## config.mk

```make
export PLATFORM = sky130hd
export DESIGN_NAME = cc_bus_ctrl
export DESIGN_NICKNAME = d
export VERILOG_FILES = /design/src/rtl/cc_bus_ctrl.sv
export SDC_FILE = /design/constraint.sdc
export NUM_CORES = 1
export LEC_CHECK = 0
export ABC_AREA = 0
export BUFFER_PORTS_ARGS = -buffer_cell sky130_fd_sc_hd__buf_2
export CORE_AREA = 2 2 144 146
export CTS_CLUSTER_SIZE = 8
export DETAILED_ROUTE_END_ITERATION = 16
export DIE_AREA = 0 0 146 148
export PLACE_DENSITY = 0.63
export SYNTH_ARGS = -nofsm -noshare
export SYNTH_HDL_FRONTEND = slang
export SYNTH_SLANG_ARGS = --single-unit
```

## constraint.sdc

```tcl
create_clock -name CLK -period 4.7 [get_ports CLK]
set_input_delay 0.47 -clock CLK [delete_from_list [all_inputs] [get_ports CLK]]
set_output_delay 0.47 -clock CLK [all_outputs]
set_load 0.05 [all_outputs]
```

## src/rtl/cc_bus_ctrl.sv

```systemverilog
// ---------------------------------------------------------------------------
// cc_bus_ctrl -- two-cache snooping coherence bus controller with a single
// shared RAM port. Cache blocks are two 32-bit words; daddr[2] picks the word.
//
// Arbitrates coherence requests (cctrans) between two caches. It broadcasts
// the snoop address, an optional invalidate and a snoop-busy flag to the
// other cache. It then either:
//   - finishes straight away (upgrade),
//   - takes the block from a dirty snooper, or
//   - fills the requester from RAM.
// While no coherence traffic is pending, eviction/flush writes (dWEN without
// cctrans) are passed straight through to RAM.
//
// Build option: define CC_SNOOP_FWD_EN to forward dirty snoop data directly
// cache-to-cache while it is written back to RAM. When it is undefined, dirty
// data is first written back to RAM and the requester is then filled from
// RAM.
//
// Ports
//   CLK, RST        clock; asynchronous active-high reset
//   cctrans[1:0]    per-cache coherence request
//   ccwrite[1:0]    requester: upgrade (invalidate) request;
//                   snooper: holds dirty copy
//   dREN/dWEN[1:0]  per-cache data read / write strobes
//   daddr/dstore    per-cache word address / store data (2 x 32)
//   dwait[1:0]      per-cache stall
//   dload           per-cache load data (2 x 32)
//   ccwait[1:0]     snoop in progress (to the snooped cache)
//   ccinv[1:0]      invalidate (to the snooped cache)
//   ccsnoopaddr     snoop address (2 x 32)
//   ramREN/ramWEN   RAM read / write strobes
//   ramaddr         RAM address
//   ramstore        RAM write data
//   ramload         RAM read data
//   ramwait         RAM busy
// ---------------------------------------------------------------------------
module cc_bus_ctrl (
  input  logic             CLK,
  input  logic             RST,
  input  logic [1:0]       cctrans,
  input  logic [1:0]       ccwrite,
  input  logic [1:0]       dREN,
  input  logic [1:0]       dWEN,
  input  logic [1:0][31:0] daddr,
  input  logic [1:0][31:0] dstore,
  output logic [1:0]       dwait,
  output logic [1:0][31:0] dload,
  output logic [1:0]       ccwait,
  output logic [1:0]       ccinv,
  output logic [1:0][31:0] ccsnoopaddr,
  output logic             ramREN,
  output logic             ramWEN,
  output logic [31:0]      ramaddr,
  output logic [31:0]      ramstore,
  input  logic [31:0]      ramload,
  input  logic             ramwait
);

  typedef enum logic [3:0] {
    IDLE  = 4'd0,
    ARB   = 4'd1,
    SNOOP = 4'd2,
    FWD0  = 4'd3,
    FWD1  = 4'd4,
    LD0   = 4'd5,
    LD1   = 4'd6,
    WB    = 4'd7,
    DONE  = 4'd8
  } state_t;

  state_t           state_r, state_s;
  logic [1:0]       pend_r, pend_s;     // requests captured when leaving IDLE
  logic             req_r, req_s;       // granted requester
  logic [31:0]      addr_r, addr_s;     // requester's address at grant
  logic             inv_r, inv_s;       // upgrade (invalidate) transaction
  logic             last_r, last_s;     // cache granted most recently
  logic             owner_r, owner_s;   // cache owning a pass-through writeback
  logic             grant_s;
  logic             in_snoop_s;

  logic [1:0]       ccwait_r, ccinv_r;
  logic [1:0][31:0] snaddr_r;
  logic             ramren_r;

  // Next state and transaction context.
  // Requests are captured into pend_r, so a cctrans dropped after IDLE
  // cannot abort the transaction.
  always_comb begin
    state_s = state_r;
    pend_s  = pend_r;
    req_s   = req_r;
    addr_s  = addr_r;
    inv_s   = inv_r;
    last_s  = last_r;
    owner_s = owner_r;
    grant_s = 1'b0;
    case (state_r)
      IDLE: begin
        if (cctrans != 2'b00) begin
          state_s = ARB;
          pend_s  = cctrans;
        end else if (dWEN[0]) begin
          state_s = WB;
          owner_s = 1'b0;
        end else if (dWEN[1]) begin
          state_s = WB;
          owner_s = 1'b1;
        end else begin
          state_s = IDLE;
        end
      end
      ARB: begin
        // On a tie, the cache that did not win last time gets the bus.
        if (pend_r == 2'b11) begin
          grant_s = ~last_r;
        end else if (pend_r[1]) begin
          grant_s = 1'b1;
        end else begin
          grant_s = 1'b0;
        end
        req_s   = grant_s;
        addr_s  = daddr[grant_s];
        inv_s   = ccwrite[grant_s];
        last_s  = grant_s;
        state_s = SNOOP;
      end
      SNOOP: begin
        if (inv_r) begin
          state_s = DONE;
        end else if (ccwrite[~req_r]) begin
          state_s = FWD0;
        end else begin
          state_s = LD0;
        end
      end
      FWD0: begin
        if (!ramwait) begin
          state_s = FWD1;
        end else begin
          state_s = FWD0;
        end
      end
      FWD1: begin
        if (!ramwait) begin
`ifdef CC_SNOOP_FWD_EN
          state_s = DONE;
`else
          state_s = LD0;
`endif
        end else begin
          state_s = FWD1;
        end
      end
      LD0: begin
        if (!ramwait) begin
          state_s = LD1;
        end else begin
          state_s = LD0;
        end
      end
      LD1: begin
        if (!ramwait) begin
          state_s = DONE;
        end else begin
          state_s = LD1;
        end
      end
      WB: begin
        if (!dWEN[owner_r]) begin
          state_s = IDLE;
        end else begin
          state_s = WB;
        end
      end
      DONE: begin
        state_s = IDLE;
      end
      default: begin
        state_s = IDLE;
      end
    endcase
  end

  // Snoop phase as seen from the upcoming state, so snoop outputs can be
  // registered.
  assign in_snoop_s = (state_s == SNOOP) || (state_s == FWD0) ||
                      (state_s == FWD1)  || (state_s == LD0)  ||
                      (state_s == LD1);

  // FSM state, transaction context and registered snoop/read-strobe outputs.
  always_ff @(posedge CLK or posedge RST) begin
    if (RST) begin
      state_r  <= IDLE;
      pend_r   <= 2'b00;
      req_r    <= 1'b0;
      addr_r   <= 32'h0000_0000;
      inv_r    <= 1'b0;
      last_r   <= 1'b1;
      owner_r  <= 1'b0;
      ccwait_r <= 2'b00;
      ccinv_r  <= 2'b00;
      snaddr_r <= '0;
      ramren_r <= 1'b0;
    end else begin
      state_r  <= state_s;
      pend_r   <= pend_s;
      req_r    <= req_s;
      addr_r   <= addr_s;
      inv_r    <= inv_s;
      last_r   <= last_s;
      owner_r  <= owner_s;
      ccwait_r <= 2'b00;
      ccinv_r  <= 2'b00;
      snaddr_r <= '0;
      if (in_snoop_s) begin
        ccwait_r[~req_s] <= 1'b1;
        ccinv_r[~req_s]  <= inv_s;
        snaddr_r[~req_s] <= addr_s;
      end
      ramren_r <= (state_s == LD0) || (state_s == LD1);
    end
  end

  // RAM write port, load data and stalls.
  // These follow ramwait/dstore within the same cycle so the RAM handshake
  // adds no latency.
  always_comb begin
    dwait    = 2'b11;
    dload    = '0;
    ramaddr  = 32'h0000_0000;
    ramstore = 32'h0000_0000;
    ramWEN   = 1'b0;
    case (state_r)
      FWD0, FWD1: begin
        // Snooper drives its dirty words; both are written back to RAM.
        ramWEN   = 1'b1;
        ramaddr  = daddr[~req_r];
        ramstore = dstore[~req_r];
`ifdef CC_SNOOP_FWD_EN
        dload[req_r] = dstore[~req_r];
        dwait        = {ramwait, ramwait};
`else
        dwait[~req_r] = ramwait;
`endif
      end
      LD0, LD1: begin
        ramaddr       = {addr_r[31:3], (state_r == LD1), 2'b00};
        dload[req_r]  = ramload;
        // A fill is only released to a cache that is actually reading.
        dwait[req_r]  = ramwait | ~dREN[req_r];
      end
      WB: begin
        ramWEN          = dWEN[owner_r];
        ramaddr         = daddr[owner_r];
        ramstore        = dstore[owner_r];
        dwait[owner_r]  = ramwait;
      end
      default: begin
        dwait = 2'b11;
      end
    endcase
  end

  assign ccwait      = ccwait_r;
  assign ccinv       = ccinv_r;
  assign ccsnoopaddr = snaddr_r;
  assign ramREN      = ramren_r;

endmodule

```

# --- Yosys cells after proc, flatten, opt, wreduce, memory -nomap -nowiden ---
# Cells that the tools add are included.
word_totals:
  regBits: 111
  out_inout_bits: 200
  wordCells: 122
classes:
  magnitude_cmp: 9
  eq_ne: 13
  mux: 57
  bitwise: 15
  n_reduce_logical: 16
op_table:
  columns: ["cell", "n"]
  rows:
  - ["$mux 32", 13]
  - ["$and 64x64->64", 2]
  - ["$mux 64", 2]
  - ["$pmux 32 s3", 1]
  - ["$demux 32 s1", 2]
  - ["$pmux 32 s2", 1]
  - ["$pmux 4 s8", 1]
  - ["$eq 4x3->1 const B", 7]
  - ["$mux 1", 20]
  - ["$mux 3", 6]
  - ["$eq 4x2->1 const B", 4]
  - ["$lt 1x2->1 const B", 5]
  - ["$mux 4", 2]
  - ["$mux 2", 3]
  - ["$not 2->2", 3]
  - ["$or 2x2->2", 3]
  - ["$pmux 2 s3", 1]
  - ["$logic_or 1x1->1", 5]
  - ["$not 1->1", 5]
  - ["$demux 1 s1", 4]
  - ["$eq 4x1->1 const B", 1]
  - ["$ge 1x1->1 const B", 4]
  - ["$logic_and 1x1->1", 4]
  - ["$logic_not 4->1", 1]
  - ["other kinds (8)", 10]

# --- Depth between registers and ports, before layout ---
depth:
  depth_word: 12
  ltp_mapped: 9
  depth_no_buf: 6

# --- Worst setup path after synthesis ---
# No wires, ideal clock.
synth_path:
  kind: "reg2out"
  start: "reg state_r[1]"
  end: "out ramaddr[10]"
  arrival_ps: 2352
  required_time_ps: 4230
  path_slack_ps: 1878
  stages_incl_launch_ff: 8
  path_buffers: 2
  cell_sequence: "dfrtp_1 -> clkbuf_1 -> or3b_2 -> o21ai_0 -> nand2_1 -> a21oi_1 -> clkbuf_1 -> a221o_1"
synth_via:
  elab_chain_cells: 3
synth_lines:
  columns: ["element", "line", "text"]
  rows:
  - ["from (decl)", "71", "state_t state_r, state_s;"]
  - ["from (signal assigned)", "205", "state_r <= state_s;"]
  - ["$eq 4x3->1 or $eq 4x2->1 (tied branches)", "233", "case (state_r)"]
  - ["$reduce_or 2->1", "233", null]
  - ["$pmux 32 s3 *", "233", null]
  - ["to (decl)", "53", "output logic [31:0] ramaddr,"]
# Mark *: on every way between the ends. The rest lies on a longest branch, timed or not.

# --- Final worst setup path ---
layout_path:
  start: "reg state_r[2]"
  end: "out ramstore[15]"
layout_via:
  elab_chain_cells: 3
layout_lines:
  columns: ["element", "line", "text"]
  rows:
  - ["$eq 4x2->1 or $eq 4x3->1 (tied branches)", "233", null]
  - ["$reduce_or 2->1", "233", null]
  - ["$pmux 32 s2 *", "233", null]
  - ["to (decl)", "54", "output logic [31:0] ramstore,"]
# Marks and branches as above.

==> reports/metrics.csv <==
stage;metric;value;unit
clock_tree;clock root cell;clkbuf_16;
floorplan;Initial Util;30.3;%
power;Max VDD drop;0.000406;V
clock_tree;number of buffers created by CTS;9;
worst_setup_path;Critical Path RT;4.23;ns
layout;Layout fillers;2074;
floorplan;io pins;371;
power;logic gate share of total power;70.0;%
timing;max frequency;0.270;GHz
grt;largest net degree at the start of global routing;69;
routing;drt wl/cell;19.1;um
synthesis;cell count after synthesis;651;
layout;Nets;1154;
power;PD cells;924;nW/um^2
power;Reg power frac;19.8;%
synthesis;async set-reset flop share out of synthesis;100;%
clock_tree;H-tree Lvls;3;
floorplan;Chip Height;148;um
power;P_sw;4640;uW
routing;drt drc;0;
worst_setup_path;crit start category;flip-flop;
timing;worst hold-check slack;0.350;ns
synthesis;Most used DFF post-synth;dfrtp_1;
grt;GRT overflow;0;
synthesis;Post-synth EDFFs;0;
power;internal power;3220;uW
synthesis;syn_nets;822;
routing;routed vias;6373;
worst_setup_path;CP Class;flip-flop to primary output;
synthesis;synth warn;0;
synthesis;Syn Area/Cell;9.32;um^2
timing;Fin Setup TNS;0;ns
grt;first-pass GRT wire length;35.6;mm
floorplan;Die W;146;um
job;MaxCap Viol Count;0;
routing;final wirelength;24.1;mm
timing;max-slew violation count;0;
layout;layout cells sized above 1;44.4;%
timing;fin crit share;78.7;%
power;leakage power;0.00481;uW
timing;RSZ-0062 raised after global routing;false;
placement;GPL Wtd Cong;0.875;
routing;antenna-violating nets left;0;
synthesis;Synth cell types;43;
timing;final setup violation count;0;
timing;Final Hold Viols;0;
synthesis;Yosys top cell area share;45.4;%
timing;Worst slew margin;39.5;%
clock_tree;clk buf depth;2;
timing;Final Skew;0.0132;ns
clock_tree;CTS tree;built;
grt;Global Route Usage Sum;21.2;%
placement;DP HPWL;17.7;mm
power;Power Total;7850;uW
floorplan;die area;21600;um^2
layout;synthesis-to-layout area growth;40.1;%
routing;Pre-antenna DRT Iters;5;
routing;Vias per Instance;5.05;
status;status;complete, no violations;
layout;final core occ;42.4;%
clock_tree;clk sinks;111;
timing;Least-Margin Pin Slew;0.907;ns
clock_tree;Worst-Skew Late Latency;0.36;ns
synthesis;synth top area cells;dfrtp_1 (45%), a21oi_1 (7.4%), and3_1 (6.7%);
floorplan;row count;52;
power;Clk pwr share;10.2;%
worst_setup_path;crit path max fanout;45;
synthesis;sequential-to-total area share from yosys stat;45.8;%
floorplan;core area;20000;um^2
hold_path;Hold Path Class;primary input to flip-flop;
routing;1st-iter DRT viols;378;
worst_setup_path;CP Capture Type;primary output;
grt;initial antenna violation count;7;
clock_tree;Worst-path clk slew;0.07;ns
synthesis;Syn Std Cell Area;6070;um^2
synthesis;area leader, netlist;dfrtp_1;
clock_tree;Post-CTS Setup Inserts;0;
synthesis;Seq cells post-synth;111;
grt;vias in the first global route;6019;
timing;Final Critical Period;3.70;ns
worst_setup_path;CP arrival;3.23;ns
placement;PortBufs;370;
power;Sw Ratio;59.0;%
## Yosys cell counts (2+ instances only)
cell / number
a21oi_1: 90
a21oi_2: 20
a221o_1: 30
a22o_1: 34
and2_1: 29
and3_1: 65
buf_1: 5
buf_2: 9
buf_6: 4
clkbuf_1: 48
dfrtp_1: 110
inv_1: 7
mux2_2: 3
mux2i_1: 37
nand2_1: 78
nand2b_1: 5
nand4_1: 2
nor2_1: 38
nor2b_1: 3
nor3_1: 2
nor4_1: 4
o21ai_0: 5
or3_1: 2
or4_4: 2
## flip-flops by register name (all words and copies together), names as in the netlist
signal,flops
addr_r,32
ccinv,2
ccsnoopaddr,64
ccwait,2
inv_r,1
last_r,1
owner_r,1
pend_r,2
ramREN,1
req_r,1
state_r,4
## what timing repair did
| item | CTS | global route |
|---|---|---|
| gates resized for setup | 0 | 0 |
| hold endpoints to repair | 5 | 0 |
| hold buffers | 1 | 0 |
## through the flow
step                      cells  setup WS (ns)  cell area [um^2]
final                      1261           1.00              8500
after global routing       1261          0.851              8500
after CTS                  1257           1.01              8490
after detailed placement   1241           1.42              8180
after global placement     1241           1.48              8180
after floorplan             651           1.30              6070
## kinds of logic after synthesis
group,count (synthesis),share of synthesized area (%)
DFF,111,45.8
muxes,40,6.66
buffers and inverters,74,5.26
AOI/OAI and AO/OA,191,22.2
and+or+nand+nor,235,20.0
## cell usage in the layout (no fill, tap or decap), drive strengths merged, types with 29 or more instances in the layout
cell and count:
a21oi 110, and3 65, a22o 34, dfrtp 110
and2 29, nand2 78, buf 386, a221o 30
mux2i 37, nor2 38
## worst max-delay path, stage by stage (launching register included)
cell and delay (ns):
dfrtp_1 0.74, or3b_2 0.51, o21ai_0 0.12, nand2_1 0.13, a21oi_4 0.56, buf_12 0.30
a22o_1 0.20, buf_2 0.27
## power groups by stage
| stage | Combinational (uW) | Sequential, uW | Clock, uW |
|---|---|---|---|
| 5_1_grt | 5850 | 1600 | 854 |
| 2_1_floorplan | 3700 | 2120 | 0 |
| 6_report | 5500 | 1560 | 798 |
| 3_3_place_gp | 5500 | 1560 | 0 |
| 3_5_place_dp | 5530 | 1570 | 0 |
| 4_1_cts | 5540 | 1560 | 812 |
## final timing paths
kind	depth (start not counted)	endpoint	slack [ns]	from
min reg2reg	2	pend_r[1]	0.50	pend_r[1]
max	7	ramstore[15]	1.00	state_r[2]
max in group asynchronous	4	ccsnoopaddr[4]	3.14	RST
min	2	owner_r	0.35	dWEN[0]
min in group asynchronous	3	ccsnoopaddr[62]	0.55	RST
max reg2reg	9	ccsnoopaddr[0]	1.74	state_r[3]
## metal layers
metal	vias up	wire (um)	track usage (%)
met2	252	12200	38.1
li1	3014	-	-
met1	3065	9720	24.8
met3	40	1440	4.35
met4	2	732	8.59
met5	-	13	0
## final cells by class
type / count / area, um^2 / share of cell area [%]
repair buffers: 387 / 1990 / 23.5
clock buffers: 9 / 225 / 2.65
well taps: 270 / 338 / 3.97
flip-flops and latches: 111 / 2780 / 32.7
inverters: 8 / 32.5 / 0.383
multi-input cells: 466 / 3050 / 35.8
diodes: 4 / 10.0 / 0.118
clock inverters: 6 / 76.3 / 0.898
Note: power is estimated with default switching activity, not from simulation.
